`config.mk`:
```
export PLATFORM = sky130hd
export DESIGN_NAME = posit_prod_norm_stage
export DESIGN_NICKNAME = d
export VERILOG_FILES = /design/src/rtl/posit_prod_norm_stage.sv
export SDC_FILE = /design/constraint.sdc
export NUM_CORES = 1
export LEC_CHECK = 0
export ABC_AREA = 1
export BUFFER_PORTS_ARGS = -buffer_cell sky130_fd_sc_hd__buf_4
export CAP_MARGIN = 15
export CELL_PAD_IN_SITES_DETAIL_PLACEMENT = 1
export CELL_PAD_IN_SITES_GLOBAL_PLACEMENT = 2
export CORE_MARGIN = 2
export CORE_UTILIZATION = 28
export CTS_CLUSTER_DIAMETER = 120
export DETAILED_ROUTE_END_ITERATION = 8
export PLACE_DENSITY = 0.76
export SYNTH_ARGS = -nofsm -noshare
export SYNTH_HDL_FRONTEND = slang
export SYNTH_SLANG_ARGS = --single-unit
```
`constraint.sdc`:
```
create_clock -name clk -period 1.2 [get_ports clk]
set_input_delay 0.12 -clock clk [delete_from_list [all_inputs] [get_ports clk]]
set_output_delay 0.12 -clock clk [all_outputs]
set_load 0.02 [all_outputs]
```
`src/rtl/posit_prod_norm_stage.sv`:
```
// posit_prod_norm_stage: normalizes the 14-bit mantissa product to hidden-bit
// form (6 fraction bits + guard + sticky), adjusts/saturates the scale and
// hands the result downstream through a 2-entry skid buffer.
module posit_prod_norm_stage #(
  parameter int SW = 8
) (
  input  logic          clk,
  input  logic          rst,
  input  logic          in_valid,
  output logic          in_ready,
  input  logic [13:0]   in_prod,
  input  logic [SW-1:0] in_scale,
  input  logic          in_sign,
  input  logic          in_zero,
  input  logic          in_nar,
  output logic          out_valid,
  input  logic          out_ready,
  output logic [5:0]    out_frac,
  output logic          out_guard,
  output logic          out_sticky,
  output logic [SW-1:0] out_scale,
  output logic          out_sign,
  output logic          out_zero,
  output logic          out_nar,
  output logic          out_ovf,
  output logic          out_err
);

  typedef struct packed {
    logic [5:0]    frac;
    logic          guard;
    logic          sticky;
    logic [SW-1:0] scale;
    logic          sign;
    logic          zero;
    logic          nar;
    logic          ovf;
    logic          err;
  } res_t;

  localparam logic [SW-1:0] SCALE_MAX = {1'b0, {(SW-1){1'b1}}};

  res_t        norm, main_q, skid_q, main_d, skid_d;
  logic        main_valid, skid_valid, main_vd, skid_vd;
  logic        accept;
  logic        inc;
  logic [SW:0] sum;

  assign accept = in_valid && in_ready;

  // Normalize the raw product; a set top bit means the product is in [2,4)
  // and the scale must be bumped by one, which is the only overflow source.
  always_comb begin
    norm      = '0;
    norm.sign = in_sign;
    norm.zero = in_zero;
    norm.nar  = in_nar;
    inc       = in_prod[13];
    sum       = {in_scale[SW-1], in_scale} + {{SW{1'b0}}, inc};
    if (!(in_nar || in_zero)) begin
      if (in_prod[13]) begin
        norm.frac   = in_prod[12:7];
        norm.guard  = in_prod[6];
        norm.sticky = |in_prod[5:0];
      end else begin
        // Malformed (bits 13:12 both clear) products share this path but flag err.
        norm.frac   = in_prod[11:6];
        norm.guard  = in_prod[5];
        norm.sticky = |in_prod[4:0];
        norm.err    = ~in_prod[12];
      end
      // Positive overflow: sign-extended sum went from 0 to 1 in the top data bit.
      norm.ovf   = ~sum[SW] & sum[SW-1];
      norm.scale = norm.ovf ? SCALE_MAX : sum[SW-1:0];
    end
  end

  // Skid-buffer next state: refill main from skid first to keep ordering.
  always_comb begin
    main_d  = main_q;
    skid_d  = skid_q;
    main_vd = main_valid;
    skid_vd = skid_valid;
    if (!main_valid || out_ready) begin
      if (skid_valid) begin
        main_d  = skid_q;
        main_vd = 1'b1;
        if (accept) skid_d = norm;
        else        skid_vd = 1'b0;
      end else if (accept) begin
        main_d  = norm;
        main_vd = 1'b1;
      end else begin
        main_vd = 1'b0;
      end
    end else if (accept) begin
      skid_d  = norm;
      skid_vd = 1'b1;
    end
  end

  // State registers; reset drops both entries at once.
  always_ff @(posedge clk or posedge rst) begin
    if (rst) begin
      main_q     <= '0;
      skid_q     <= '0;
      main_valid <= 1'b0;
      skid_valid <= 1'b0;
      in_ready   <= 1'b1;
    end else begin
      main_q     <= main_d;
      skid_q     <= skid_d;
      main_valid <= main_vd;
      skid_valid <= skid_vd;
      in_ready   <= ~skid_vd;
    end
  end

  assign out_valid  = main_valid;
  assign out_frac   = main_q.frac;
  assign out_guard  = main_q.guard;
  assign out_sticky = main_q.sticky;
  assign out_scale  = main_q.scale;
  assign out_sign   = main_q.sign;
  assign out_zero   = main_q.zero;
  assign out_nar    = main_q.nar;
  assign out_ovf    = main_q.ovf;
  assign out_err    = main_q.err;

endmodule

```
=== Word level (Yosys, flattened, before mapping) ===
Cells that the tools add are included.

* Register bits: 45
* Word-level logic and storage cells: 50
* Bits in writable memories: 0
* Bits in latches: 0
* Bits of input ports: 29
* ROM bits: 0
* Memories kept: 0
* Output and inout port bits: 23

* Reductions and logical operators: 8
* Equality and inequality tests: 1
* $mul: 0
* Divide/modulo/power cells: 0
* Shift operators: 0
* Mux-type cells: 15
* Bitwise logic cells: 4
* Order comparisons: 0
* Add/sub/neg operators: 1

{| class="wikitable"
|+ Operators by type and width
! cell !! count
|-
| 21-bit two-way mux || 5
|-
| 16-bit two-way mux || 1
|-
| 8-bit two-way mux || 2
|-
| 8-bit by 2-bit adder with 9-bit output || 1
|-
| 1-bit two-way mux || 6
|-
| 6-bit OR reduction || 1
|-
| 5-bit OR reduction || 1
|-
| 1-bit NOT || 3
|-
| 1-bit logical OR || 2
|-
| 2-bit two-way mux || 1
|-
| 2-bit != test, second input constant || 1
|-
| 2-bit AND reduction || 1
|-
| 2-bit nonzero test || 1
|-
| 1-bit bitwise AND || 1
|-
| 1-bit logical AND || 1
|-
| 1-bit zero test || 1
|}

=== Logic depth before layout (Yosys ltp) ===
Gate-level depths: netlist of the first run.

* Depth in word-level cells: 8
* Mapped depth: 11
* Mapped depth without buffers: 10

=== Least setup slack after synthesis of the first run ===
OpenSTA, ideal clock, no wires.

* Path kind: reg-to-reg
* Start point: register main_valid (netlist: out_valid)
* End point: register skid_q[16] (netlist name)
* Library setup time: 0.135 ns
* Data arrival time: 1.215 ns
* Path slack: -0.151 ns
* Clock period less this slack: 1.351 ns
* Required time: 1.065 ns
* Path buffers: 1
* Stages on the path, launching flop included: 9
* Cell sequence: dfrtp_1 -> inv_1 -> nor2_1 -> inv_1 -> a21oi_2 -> inv_1 -> clkbuf_1 -> nand2_1 -> o21ai_0

* Cells in the longest elaborated chain, start to end: 3
* Elaborated cells on any way between the ends: 4
* Classes of those cells: 1 x eq/ne; 1 x mux; 2 x reduce/logical

{| class="wikitable"
|+ Ends and longest elaborated chain
! what !! RTL line !! text
|-
| start, declared || 44 || <nowiki>logic main_valid, skid_valid, main_vd, skid_vd;</nowiki>
|-
| start signal, assigned || 113 || <nowiki>main_valid <= main_vd;</nowiki>
|-
| 1-bit zero test (*) || 84 || <nowiki>if (!main_valid || out_ready) begin</nowiki>
|-
| 1-bit logical OR (*) || 84 ||
|-
| 2-bit != test (no source line) or 21-bit two-way mux (tied branches) || n/a ||
|-
| end signal, assigned || 112 || <nowiki>skid_q <= skid_d;</nowiki>
|-
| end, declared || 43 || <nowiki>res_t norm, main_q, skid_q, main_d, skid_d;</nowiki>
|}

Mark *: on every way between the ends. The rest lies on a longest branch, timed or not.
A chain may end at the register's enable or synchronous reset.

=== Final worst setup path of the first run ===
* Start point: register main_valid (netlist: out_valid)
* End point: register skid_valid

* Cells in the longest elaborated chain, start to end: 3

{| class="wikitable"
|+ Ends and longest elaborated chain
! what !! RTL line !! text
|-
| 1-bit zero test || 84 ||
|-
| 1-bit logical OR || 84 ||
|-
| 1-bit two-way mux || 84 ||
|-
| via skid_vd || 44 ||
|-
| end signal, assigned || 114 || <nowiki>skid_valid <= skid_vd;</nowiki>
|-
| end, declared || 44 ||
|}

The timed path passes the listed nets, and every way through them passes these cells.

==> results.sh, run 1 <==
export IMPL_min_delay_path_class="input port to register"
export IMPL_fp_row_count=32
export IMPL_regToRegStartpoint="out_valid"
export IMPL_multiInputGateArea_sq_um=1120
export IMPL_replace_congestion=0.724
export IMPL_cts_tree="done"
export IMPL_drc=0
export IMPL_dr_iter_0_viols=69
export IMPL_detail_route_wirelength_met1_microns=2940
export IMPL_hold_path_depth=3
export IMPL_crit_type="register to register"
export IMPL_cts_htree_levels=2
export IMPL_route_top_layer_used="met4"
export IMPL_drive_gt1_frac=0.365
export IMPL_outcome="finished with violations"
export IMPL_buffer_type_at_the_clock_tree_root="sky130_fd_sc_hd__clkbuf_8"
export IMPL_setup_repair_after_global_routing_missed_its_margin="true"
export IMPL_detailedPlace_worstSlack_ns=-0.262
export IMPL_timing_final_hold_violations=0
export IMPL_wirelength_microns=6320
export IMPL_detailroute_wirelength_met2_microns=3140
export IMPL_min_delay_start="in_sign"
export IMPL_avgSynthCellArea_sq_um=8.07
export IMPL_cts_reportedPaths_clkPinSlew_ns=0.09
export IMPL_die_width_microns=93.7
export IMPL_final_nets=378
export IMPL_post_synth_inst_count=279
export IMPL_worst_setup_path_end_kind="register"
export IMPL_max_stage_delay_ns=0.41
export IMPL_drt_pass1_iterations=4
export IMPL_avgViaCountPerCell=4.71
export IMPL_transition_at_the_pin_with_the_smallest_max_transition_slack_ns=0.297
export IMPL_met3_wirelength_microns=176
export IMPL_final_setup_tns_ns=-2.85
export IMPL_dieHeight_microns=93.7
export IMPL_combined_area_of_all_synthesized_cells_sq_um=2250
export IMPL_worst_hold_slack_ns=0.0310
export IMPL_buffer_ports_inserted=51
export IMPL_grt_overflow_total=0
export IMPL_post_route_min_period_ns=1.32
export IMPL_fin_skew_ns=0.0115
export IMPL_drv_slew=0
export IMPL_routed_wire_length_per_instance_microns=14.0
export IMPL_pin_count_of_the_biggest_net_entering_global_routing=46
export IMPL_clock_path_buffers=2
export IMPL_floorplan_initialDensity=0.290
export IMPL_floorplan_io_pins=52
export IMPL_cts_num_sinks=45
export IMPL_antenna_left=0
export IMPL_worstPathCellList="inv_2, nor2_4, clkinv_4, a21oi_4, buf_12, clkbuf_16, a21oi_1, inv_1"
export IMPL_dp_hpwl_microns=4340
export IMPL_area_growth_pct=42.9
export IMPL_ys_warnings_count=0
export IMPL_vias_in_the_first_global_route=2119
export IMPL_global_route_usage_total=0.149
export IMPL_max_freq_ghz=0.755
export IMPL_drv_max_cap_violation_count=0
export IMPL_grt_pass1_wl_microns=10300
export IMPL_synth_seq_area_share=0.501
export IMPL_power_static_leakage_nw=1.55
export IMPL_power_density_nw_per_um2=2440
export IMPL_vdd_ir_drop_worst_uv=779
export IMPL_synth_cell_type_count=30
export IMPL_antenna_found_initial=0
export IMPL_crit_path_start="out_valid"
export IMPL_insertedDiodeCount=0
export IMPL_worst_ep_required_time_ns=1.39
export IMPL_via_count=2120
export IMPL_violations="setup timing"
export IMPL_layout_setup_ws_ns=-0.124
export IMPL_sequential_cell_area_sq_um=1130
export IMPL_core_area_sq_um=7770
export IMPL_crit_path_max_fanout=10
export IMPL_clk_latency_ns=0.30
export IMPL_final_setup_viols=44
export IMPL_fillerInstances=965
export IMPL_fp_dieArea_sq_um=8770
export IMPL_final_period_utilization=1.10
export IMPL_ff2ff_path_depth=8
export IMPL_synthesis_nets=310
export IMPL_sort_of_element_at_the_start_of_the_critical_path="register"
export IMPL_synthesized_flop_and_latch_total=45
export IMPL_timing_critical_path_arrival_ns=1.52
export IMPL_critical_path_slowest_cell="sky130_fd_sc_hd__dfrtp_2"
export IMPL_cts_buffers=5
export IMPL_maxSlewHeadroom=0.800
[through the flow]
step           std cells  area [sq um]  power (mW)   util
3_5_place_dp         435          2880        6.10  0.371
3_3_place_gp         435          2880        6.00  0.371
2_1_floorplan        279          2320        4.83      -
5_1_grt              450          3220        8.48  0.414
6_report             450          3220        7.84  0.414
4_1_cts              445          3100        7.64  0.399
[per-layer routing]
metal	up-vias	global-route usage
met5	-	0
met4	0	0.0471
met3	6	0.0209
met2	32	0.259
met1	1038	0.190
li1	1044	-
[worst paths after layout]
check | slack (ns) | to
worst max-delay path | -0.12 | skid_valid
worst min-delay path | 0.03 | skid_q[4]
worst max register to register | -0.12 | skid_valid
worst min register to register | 0.48 | skid_q[4]
max in group asynchronous | 0.50 | in_ready
min in group asynchronous | 0.43 | skid_q[12]
[flip-flops by register name, summed over array words and instances, names as in the netlist]
signal and cells:
out_err 1, skid_q 21, out_sign 1, out_sticky 1, skid_valid 1, out_zero 1, out_nar 1, out_scale 8
out_guard 1, out_frac 6, out_ovf 1, in_ready 1, out_valid 1
[cell usage after synthesis]
library cell,number,area share
sky130_fd_sc_hd__o21bai_1,1,0.0033
sky130_fd_sc_hd__nor2_1,32,0.053
sky130_fd_sc_hd__xor2_1,1,0.0039
sky130_fd_sc_hd__nand4_1,2,0.0056
sky130_fd_sc_hd__inv_2,2,0.0033
sky130_fd_sc_hd__o211ai_1,1,0.0033
sky130_fd_sc_hd__a21oi_1,19,0.042
sky130_fd_sc_hd__or2_2,1,0.0028
sky130_fd_sc_hd__dfrtp_1,44,0.49
sky130_fd_sc_hd__o21ai_0,21,0.047
sky130_fd_sc_hd__nor3_1,1,0.0022
sky130_fd_sc_hd__ha_1,2,0.011
sky130_fd_sc_hd__nand4_4,1,0.0094
sky130_fd_sc_hd__buf_6,1,0.0050
sky130_fd_sc_hd__nand3_1,11,0.024
sky130_fd_sc_hd__nand2_2,3,0.0083
sky130_fd_sc_hd__o21ai_2,1,0.0039
sky130_fd_sc_hd__clkbuf_1,5,0.0083
sky130_fd_sc_hd__o21a_1,7,0.023
sky130_fd_sc_hd__nand2_1,79,0.13
sky130_fd_sc_hd__inv_1,15,0.025
sky130_fd_sc_hd__nor2_4,1,0.0050
sky130_fd_sc_hd__dfstp_2,1,0.012
sky130_fd_sc_hd__o21ai_1,2,0.0044
sky130_fd_sc_hd__buf_2,8,0.018
sky130_fd_sc_hd__nand3_2,3,0.013
sky130_fd_sc_hd__a31oi_1,10,0.028
sky130_fd_sc_hd__xnor2_1,1,0.0039
sky130_fd_sc_hd__nor2_2,2,0.0056
sky130_fd_sc_hd__a21oi_2,1,0.0039
[kinds of logic after synthesis]
kind of cell    synth area share
compound gates             0.159
flops                      0.501
buf+inv                   0.0595
fa+ha+maj                 0.0111
simple gates               0.262
xor+xnor                 0.00778
[report_power, final]
part,internal (mW),switching (mW)
clock network,0.626,0.543
registers,2.24,0.415
logic,1.76,2.26
total,4.62,3.22
[layout make-up]
cell class | instances | area share
clock buffer | 6 | 0.0226
clock inverter | 2 | 0.0121
inverter | 17 | 0.0241
multi-input combinational | 204 | 0.348
sequential | 45 | 0.351
tap | 102 | 0.0397
timing repair buffer | 74 | 0.202
[placed cells by master, fill, tap and decap left out, drive strengths merged]
cell type    Yosys  routed
nand2           82      83
buf              9      71
dfrtp           44      44
nor2            35      35
o21ai           24      24
a21oi           20      20
inv             17      15
nand3           14      14
a31oi           10      10
clkbuf           5       8
o21a             7       7
nand4            3       3
clkinv           0       2
ha               2       2
nor3             1       1
o211ai           1       1
or2              1       1
xor2             1       1
clkinvlp         0       1
xnor2            1       1
o21bai           1       1
bufinv           0       1
dlygate4sd3      0       1
dfstp            1       1
[worst max-delay path: cells and delay by family, from the launching register on]
family / cells / cell delay [ns]
simple gates: 1 / 0.04
buf+inv: 5 / 0.52
flops: 1 / 0.41
compound gates: 2 / 0.25
[timing repair]
item / CTS / global route
cloned: 1 / 2
resized for setup: 24 / 14
buffers inserted: 0 / 3
pin swaps: 3 / 3
hold buffers: 1 / 0
setup endpoints to repair: 44 / 44
endpoints found under the hold margin: 44 / 0
Power figures use the tool's default switching activity.
==> run 2: changes to the inputs <==
--- a/config.mk
+++ b/config.mk
@@ -11,10 +11,10 @@
 export CELL_PAD_IN_SITES_DETAIL_PLACEMENT = 1
 export CELL_PAD_IN_SITES_GLOBAL_PLACEMENT = 2
 export CORE_MARGIN = 2
-export CORE_UTILIZATION = 28
+export CORE_UTILIZATION = 33
 export CTS_CLUSTER_DIAMETER = 120
 export DETAILED_ROUTE_END_ITERATION = 8
-export PLACE_DENSITY = 0.76
+export PLACE_DENSITY = 0.84
 export SYNTH_ARGS = -nofsm -noshare
 export SYNTH_HDL_FRONTEND = slang
 export SYNTH_SLANG_ARGS = --single-unit
==> constraint.sdc (replaced) <==
create_clock -name clk -period 1.6 [get_ports clk]
set_input_delay 0.16 -clock clk [delete_from_list [all_inputs] [get_ports clk]]
set_output_delay 0.16 -clock clk [all_outputs]
set_load 0.02 [all_outputs]
==> run 2 against run 1 <==
Against the previous run:
- the flow now finishes without violations
- clock skew shrank 0.0067 ns
- count of clock-buffer cells in the layout up 1
- combinational power down 36%
- sequential share of layout area is 3.3 points higher
- hold slack gained 0.045 ns
- design area is 8.7% lower
- final cell count shrank 6.9%
==> results.sh, run 2 (synthesized netlist as in run 1, its figures left out) <==
export IMPL_outcome="completed"
export IMPL_transition_at_the_pin_with_the_smallest_max_transition_slack_ns=0.333
export IMPL_tot_pwr_mw=5.46
export IMPL_cts_htree_levels=2
export IMPL_timing_final_hold_violations=0
export IMPL_fp_dieArea_sq_um=7500
export IMPL_buffer_ports_inserted=51
export IMPL_global_route_usage_total=0.176
export IMPL_crit_type="register to register"
export IMPL_mostFrequentLayoutCell="sky130_fd_sc_hd__nand2_1"
export IMPL_setup_repair_after_global_routing_missed_its_margin="true"
export IMPL_comb_power_share=0.473
export IMPL_routed_wire_length_per_instance_microns=14.8
export IMPL_route_top_layer_used="met4"
export IMPL_internal_power_mw=3.21
export IMPL_antenna_left=0
export IMPL_sort_of_element_at_the_start_of_the_critical_path="register"
export IMPL_max_stage_delay_ns=0.37
export IMPL_final_nets=369
export IMPL_dp_hpwl_microns=4210
export IMPL_clock_path_buffers=2
export IMPL_critical_path_slowest_cell="sky130_fd_sc_hd__dfrtp_1"
export IMPL_antenna_found_initial=0
export IMPL_post_route_min_period_ns=1.54
export IMPL_wirelength_microns=6190
export IMPL_grt_overflow_total=0
export IMPL_max_freq_ghz=0.651
export IMPL_drc=0
export IMPL_final_setup_viols=0
export IMPL_final_period_utilization=0.960
export IMPL_timing_critical_path_arrival_ns=1.72
export IMPL_switching_part_of_the_total=0.411
export IMPL_dr_iter_0_viols=110
export IMPL_drive_gt1_frac=0.271
export IMPL_drt_pass1_iterations=4
export IMPL_grt_pass1_wl_microns=10400
export IMPL_area_growth_pct=30.5
export IMPL_fillerInstances=822
export IMPL_buffer_type_at_the_clock_tree_root="sky130_fd_sc_hd__clkbuf_8"
export IMPL_floorplan_initialDensity=0.337
export IMPL_final_setup_tns_ns=0
export IMPL_avgViaCountPerCell=5.02
export IMPL_min_delay_path_class="input port to register"
export IMPL_critical_path_top_delay_family="buffers and inverters"
export IMPL_worst_path_buf_inv=3
export IMPL_cts_tree="done"
export IMPL_replace_congestion=0.734
export IMPL_worstPathCellList="inv_1, nor2_2, inv_2, a21oi_4, clkinvlp_4, nand2_1, o21ai_0"
export IMPL_vdd_ir_drop_worst_uv=531
export IMPL_met3_wirelength_microns=205
export IMPL_drv_slew=0
export IMPL_share_clk_of_total_power=0.168
export IMPL_drv_max_cap_violation_count=0
export IMPL_layout_cells_most_common_list="sky130_fd_sc_hd__nand2_1, sky130_fd_sc_hd__buf_4, sky130_fd_sc_hd__dfrtp_1, sky130_fd_sc_hd__nor2_1, sky130_fd_sc_hd__a21oi_1"
export IMPL_post_route_cell_area_sq_um=2940
export IMPL_total_switching_power_mw=2.24
export IMPL_die_width_microns=86.6
export IMPL_power_density_nw_per_um2=1860
export IMPL_detailroute_wirelength_met2_microns=3060
export IMPL_core_area_sq_um=6680
export IMPL_fp_row_count=30
export IMPL_sequentialPowerShare=0.359
export IMPL_via_count=2105
export IMPL_dieHeight_microns=86.6
export IMPL_power_static_leakage_nw=1.47
export IMPL_top_register="skid_q"
export IMPL_vias_in_the_first_global_route=2145
export IMPL_cts_reportedPaths_clkPinSlew_ns=0.09
export IMPL_fin_skew_ns=0.00483
export IMPL_worst_setup_path_end_kind="register"
export IMPL_cts_num_sinks=45
export IMPL_worst_ep_required_time_ns=1.79
export IMPL_insertedDiodeCount=0
export IMPL_cts_buffers=5
export IMPL_placed_area_sq_um=2760
export IMPL_clk_latency_ns=0.30
export IMPL_detail_route_wirelength_met1_microns=2840
export IMPL_largest_register_ff_count=21
export IMPL_pin_count_of_the_biggest_net_entering_global_routing=46
export IMPL_maxSlewHeadroom=0.777
export IMPL_crit_path_max_fanout=6
export IMPL_floorplan_io_pins=52
[run 2: changes by cell type in the layout (fill, tap and decap cells not counted), sizes merged]
| cell | before | now |
|---|---|---|
| clkbuf | 8 | 7 |
| inv | 15 | 16 |
| clkinv | 2 | 0 |
| buf | 71 | 63 |
| nand2 | 83 | 82 |
| clkinvlp | 1 | 3 |
[run 2: final timing paths]
check,startpoint,to,slack [ns],cells after the start
min reg2reg,skid_q[4],skid_q[4],0.48,2
min in group asynchronous,rst,skid_valid,0.45,4
min,in_sign,skid_q[4],0.08,3
max,out_valid,skid_q[18],0.06,7
max in group asynchronous,rst,in_ready,0.89,4
max reg2reg,out_valid,skid_q[18],0.06,7
[run 2: area by class of cell]
type                            instances  area [sq um]  share of cell area
Tap cell                               80           100              0.0341
Multi-Input combinational cell        203          1000               0.342
Sequential cell                        45          1130               0.384
Timing Repair inverter                  2          15.0             0.00511
Timing Repair Buffer                   64           503               0.171
Clock inverter                          1          30.0              0.0102
Clock buffer                            7          86.3              0.0294
Inverter                               17          70.1              0.0239
[run 2: power by group through the flow]
stage          Combinational, mW  Sequential, mW  Clock [mW]
2_1_floorplan               1.24            2.26           0
3_3_place_gp                2.43            1.96           0
3_5_place_dp                2.49            1.98           0
4_1_cts                     2.50            1.96       0.943
5_1_grt                     2.90            2.02       0.985
6_report                    2.58            1.96       0.919
[run 2: through the flow]
stage	hold slack, ns	setup WS, ns	utilization	cells
after detailed placement	0.233	0.0607	0.413	407
after CTS	0.0725	0.0455	0.432	416
after global placement	0.227	0.0920	0.413	407
after floorplan	0.277	0.249	-	279
final	0.0759	0.0646	0.440	419
after global routing	0.0895	-0.0596	0.440	419
[run 2: routing by layer]
metal,GRT usage,up-vias
met3,0.0324,7
met2,0.293,35
met1,0.234,1034
met4,0.0511,0
met5,0,-
li1,-,1029
[run 2: worst min-delay path, delay by kind of cell]
kind          cells  cell delay (ns)
buf+inv           1             0.09
simple gates      2             0.10
[run 2: repair_timing]
action | CTS | global route
buffers inserted | 0 | 1
hold buffers | 1 | 0
endpoints found under the hold margin | 44 | 0
resized for setup | 0 | 14
setup endpoints to repair | 0 | 22
==> run 3: changes to the inputs <==
--- a/config.mk
+++ b/config.mk
@@ -14,7 +14,7 @@
 export CORE_UTILIZATION = 33
 export CTS_CLUSTER_DIAMETER = 120
 export DETAILED_ROUTE_END_ITERATION = 8
-export PLACE_DENSITY = 0.84
+export PLACE_DENSITY = 0.85
 export SYNTH_ARGS = -nofsm -noshare
 export SYNTH_HDL_FRONTEND = slang
 export SYNTH_SLANG_ARGS = --single-unit
==> run 3 against run 2 <==
Against the previous run:
- setup slack improved by 0.057 ns
- clock power is 13% lower
- sequential power barely moved
- register-to-register slack improved by 0.06 ns
- die area is the same
- design area down 0.26%
- hold slack worse by 0.011 ns
- critical path depth rose by 1
- clock skew is 0.0011 ns higher
- sequential share of layout area rose by 0.098 points
- combinational power is essentially flat
==> results.sh, run 3 (synthesized netlist as in run 1, its figures left out) <==
export IMPL_ff2ff_path_depth=8
export IMPL_via_count=2094
export IMPL_placedCellCount=406
export IMPL_timing_final_hold_violations=0
export IMPL_sort_of_element_at_the_start_of_the_critical_path="register"
export IMPL_floorplan_initialDensity=0.337
export IMPL_post_route_cell_area_sq_um=2930
export IMPL_top_register="skid_q"
export IMPL_min_delay_start="in_sign"
export IMPL_layout_cells_most_common_list="sky130_fd_sc_hd__nand2_1, sky130_fd_sc_hd__buf_4, sky130_fd_sc_hd__dfrtp_1, sky130_fd_sc_hd__nor2_1, sky130_fd_sc_hd__o21ai_0"
export IMPL_instances_no_fill=419
export IMPL_core_area_sq_um=6680
export IMPL_fp_row_count=30
export IMPL_regToRegStartpoint="out_valid"
export IMPL_cts_reportedPaths_clkPinSlew_ns=0.09
export IMPL_post_route_util=0.438
export IMPL_grt_pass1_wl_microns=10100
export IMPL_cts_tree="done"
export IMPL_mostFrequentLayoutCell="sky130_fd_sc_hd__nand2_1"
export IMPL_destination_of_the_worst_register_to_register_timing_path="skid_q[9]"
export IMPL_routed_wire_length_per_instance_microns=15.2
export IMPL_setup_repair_after_global_routing_missed_its_margin="true"
export IMPL_dp_hpwl_microns=4420
export IMPL_transition_at_the_pin_with_the_smallest_max_transition_slack_ns=0.512
export IMPL_worst_hold_slack_ns=0.0645
export IMPL_final_period_utilization=0.924
export IMPL_replace_congestion=0.754
export IMPL_crit_path_max_fanout=20
export IMPL_rrSetupSlack_ns=0.12
export IMPL_dieHeight_microns=86.6
export IMPL_global_route_usage_total=0.173
export IMPL_wirelength_microns=6360
export IMPL_maxSlewHeadroom=0.658
export IMPL_fin_skew_ns=0.00593
export IMPL_grt_overflow_total=0
export IMPL_placed_area_sq_um=2750
export IMPL_largest_register_ff_count=21
export IMPL_hold_path_depth=3
export IMPL_sequential_cell_area_sq_um=1130
export IMPL_drt_pass1_iterations=4
export IMPL_floorplan_io_pins=52
export IMPL_cts_num_sinks=45
export IMPL_final_setup_viols=0
export IMPL_drive_gt1_frac=0.268
export IMPL_tot_pwr_mw=5.37
export IMPL_timing_critical_path_arrival_ns=1.70
export IMPL_crit_type="register to register"
export IMPL_fp_dieArea_sq_um=7500
export IMPL_buffer_type_at_the_clock_tree_root="sky130_fd_sc_hd__clkbuf_8"
export IMPL_insertedDiodeCount=0
export IMPL_antenna_found_initial=0
export IMPL_worst_ep_required_time_ns=1.82
export IMPL_die_width_microns=86.6
export IMPL_min_delay_path_class="input port to register"
export IMPL_post_route_min_period_ns=1.48
export IMPL_multiInputGateArea_sq_um=1000
export IMPL_buffer_ports_inserted=51
export IMPL_area_growth_pct=30.1
export IMPL_final_nets=369
export IMPL_power_static_leakage_nw=1.47
export IMPL_vias_in_the_first_global_route=2092
export IMPL_outcome="completed"
export IMPL_pin_count_of_the_biggest_net_entering_global_routing=26
export IMPL_drc=0
export IMPL_max_freq_ghz=0.676
export IMPL_cts_htree_levels=2
export IMPL_min_delay_worst_endpoint="skid_q[4]"
export IMPL_avgViaCountPerCell=5.00
export IMPL_antenna_left=0
export IMPL_clock_path_buffers=2
export IMPL_drv_max_cap_violation_count=0
export IMPL_vdd_ir_drop_worst_uv=458
export IMPL_power_density_nw_per_um2=1830
export IMPL_dr_iter_0_viols=112
export IMPL_cts_buffers=5
export IMPL_fillerInstances=838
export IMPL_clk_latency_ns=0.31
export IMPL_drv_slew=0
export IMPL_worst_setup_path_end_kind="register"
## run 3: power breakdown
group | switching [mW] | total [mW] | internal (mW)
registers | 0.297 | 1.97 | 1.68
clock network | 0.407 | 0.799 | 0.391
logic | 1.56 | 2.60 | 1.03
## run 3: timing repair
action,4_1_cts,5_1_grt
gates resized for setup,0,8
endpoints found under the setup margin,0,10
hold buffers,1,0
endpoints found under the hold margin,19,0
setup buffers,0,1
## run 3: worst max path at each step
| stage | from | end | slack [ns] | depth (start not counted) |
|---|---|---|---|---|
| final | out_valid | skid_q[9] | 0.12 | 8 |
| after floorplan | out_valid | skid_q[16] | 0.25 | 8 |
| after detailed placement | in_prod[13] | out_scale[4] | 0.03 | 11 |
| after global routing | in_ready | out_frac[4] | -0.02 | 7 |
| after CTS | out_valid | skid_q[16] | 0.07 | 6 |
| after global placement | in_prod[13] | out_scale[6] | 0.1 | 11 |
## run 3: stage by stage
step / setup slack, ns / setup TNS (ns)
3_5_place_dp: 0.0342 / 0
2_1_floorplan: 0.249 / 0
3_3_place_gp: 0.0952 / 0
5_1_grt: -0.0191 / -0.0191
4_1_cts: 0.0746 / 0
6_report: 0.122 / 0
## run 3: layer usage
metal  global-route usage  share of wire
met1                0.229           0.47
met2                0.290           0.49
met3               0.0352          0.029
met4               0.0455          0.014
met5                    0              0
## run 3: final cells by class
class	instances	area share
clock inverter	1	0.00171
inverter	17	0.0231
timing repair buffer	63	0.173
clock buffer	7	0.0329
multi-input combinational	203	0.342
sequential	45	0.385
tap	80	0.0342
timing repair inverter	3	0.00769
## run 3: worst max-delay path: stages, from the launching register on
cell and delay, ns:
sky130_fd_sc_hd__dfrtp_1 0.36, sky130_fd_sc_hd__inv_1 0.04, sky130_fd_sc_hd__nor2_1 0.12, sky130_fd_sc_hd__inv_1 0.13, sky130_fd_sc_hd__a21oi_4 0.18, sky130_fd_sc_hd__buf_12 0.15
sky130_fd_sc_hd__buf_8 0.18, sky130_fd_sc_hd__nor2_1 0.07, sky130_fd_sc_hd__a31oi_1 0.16
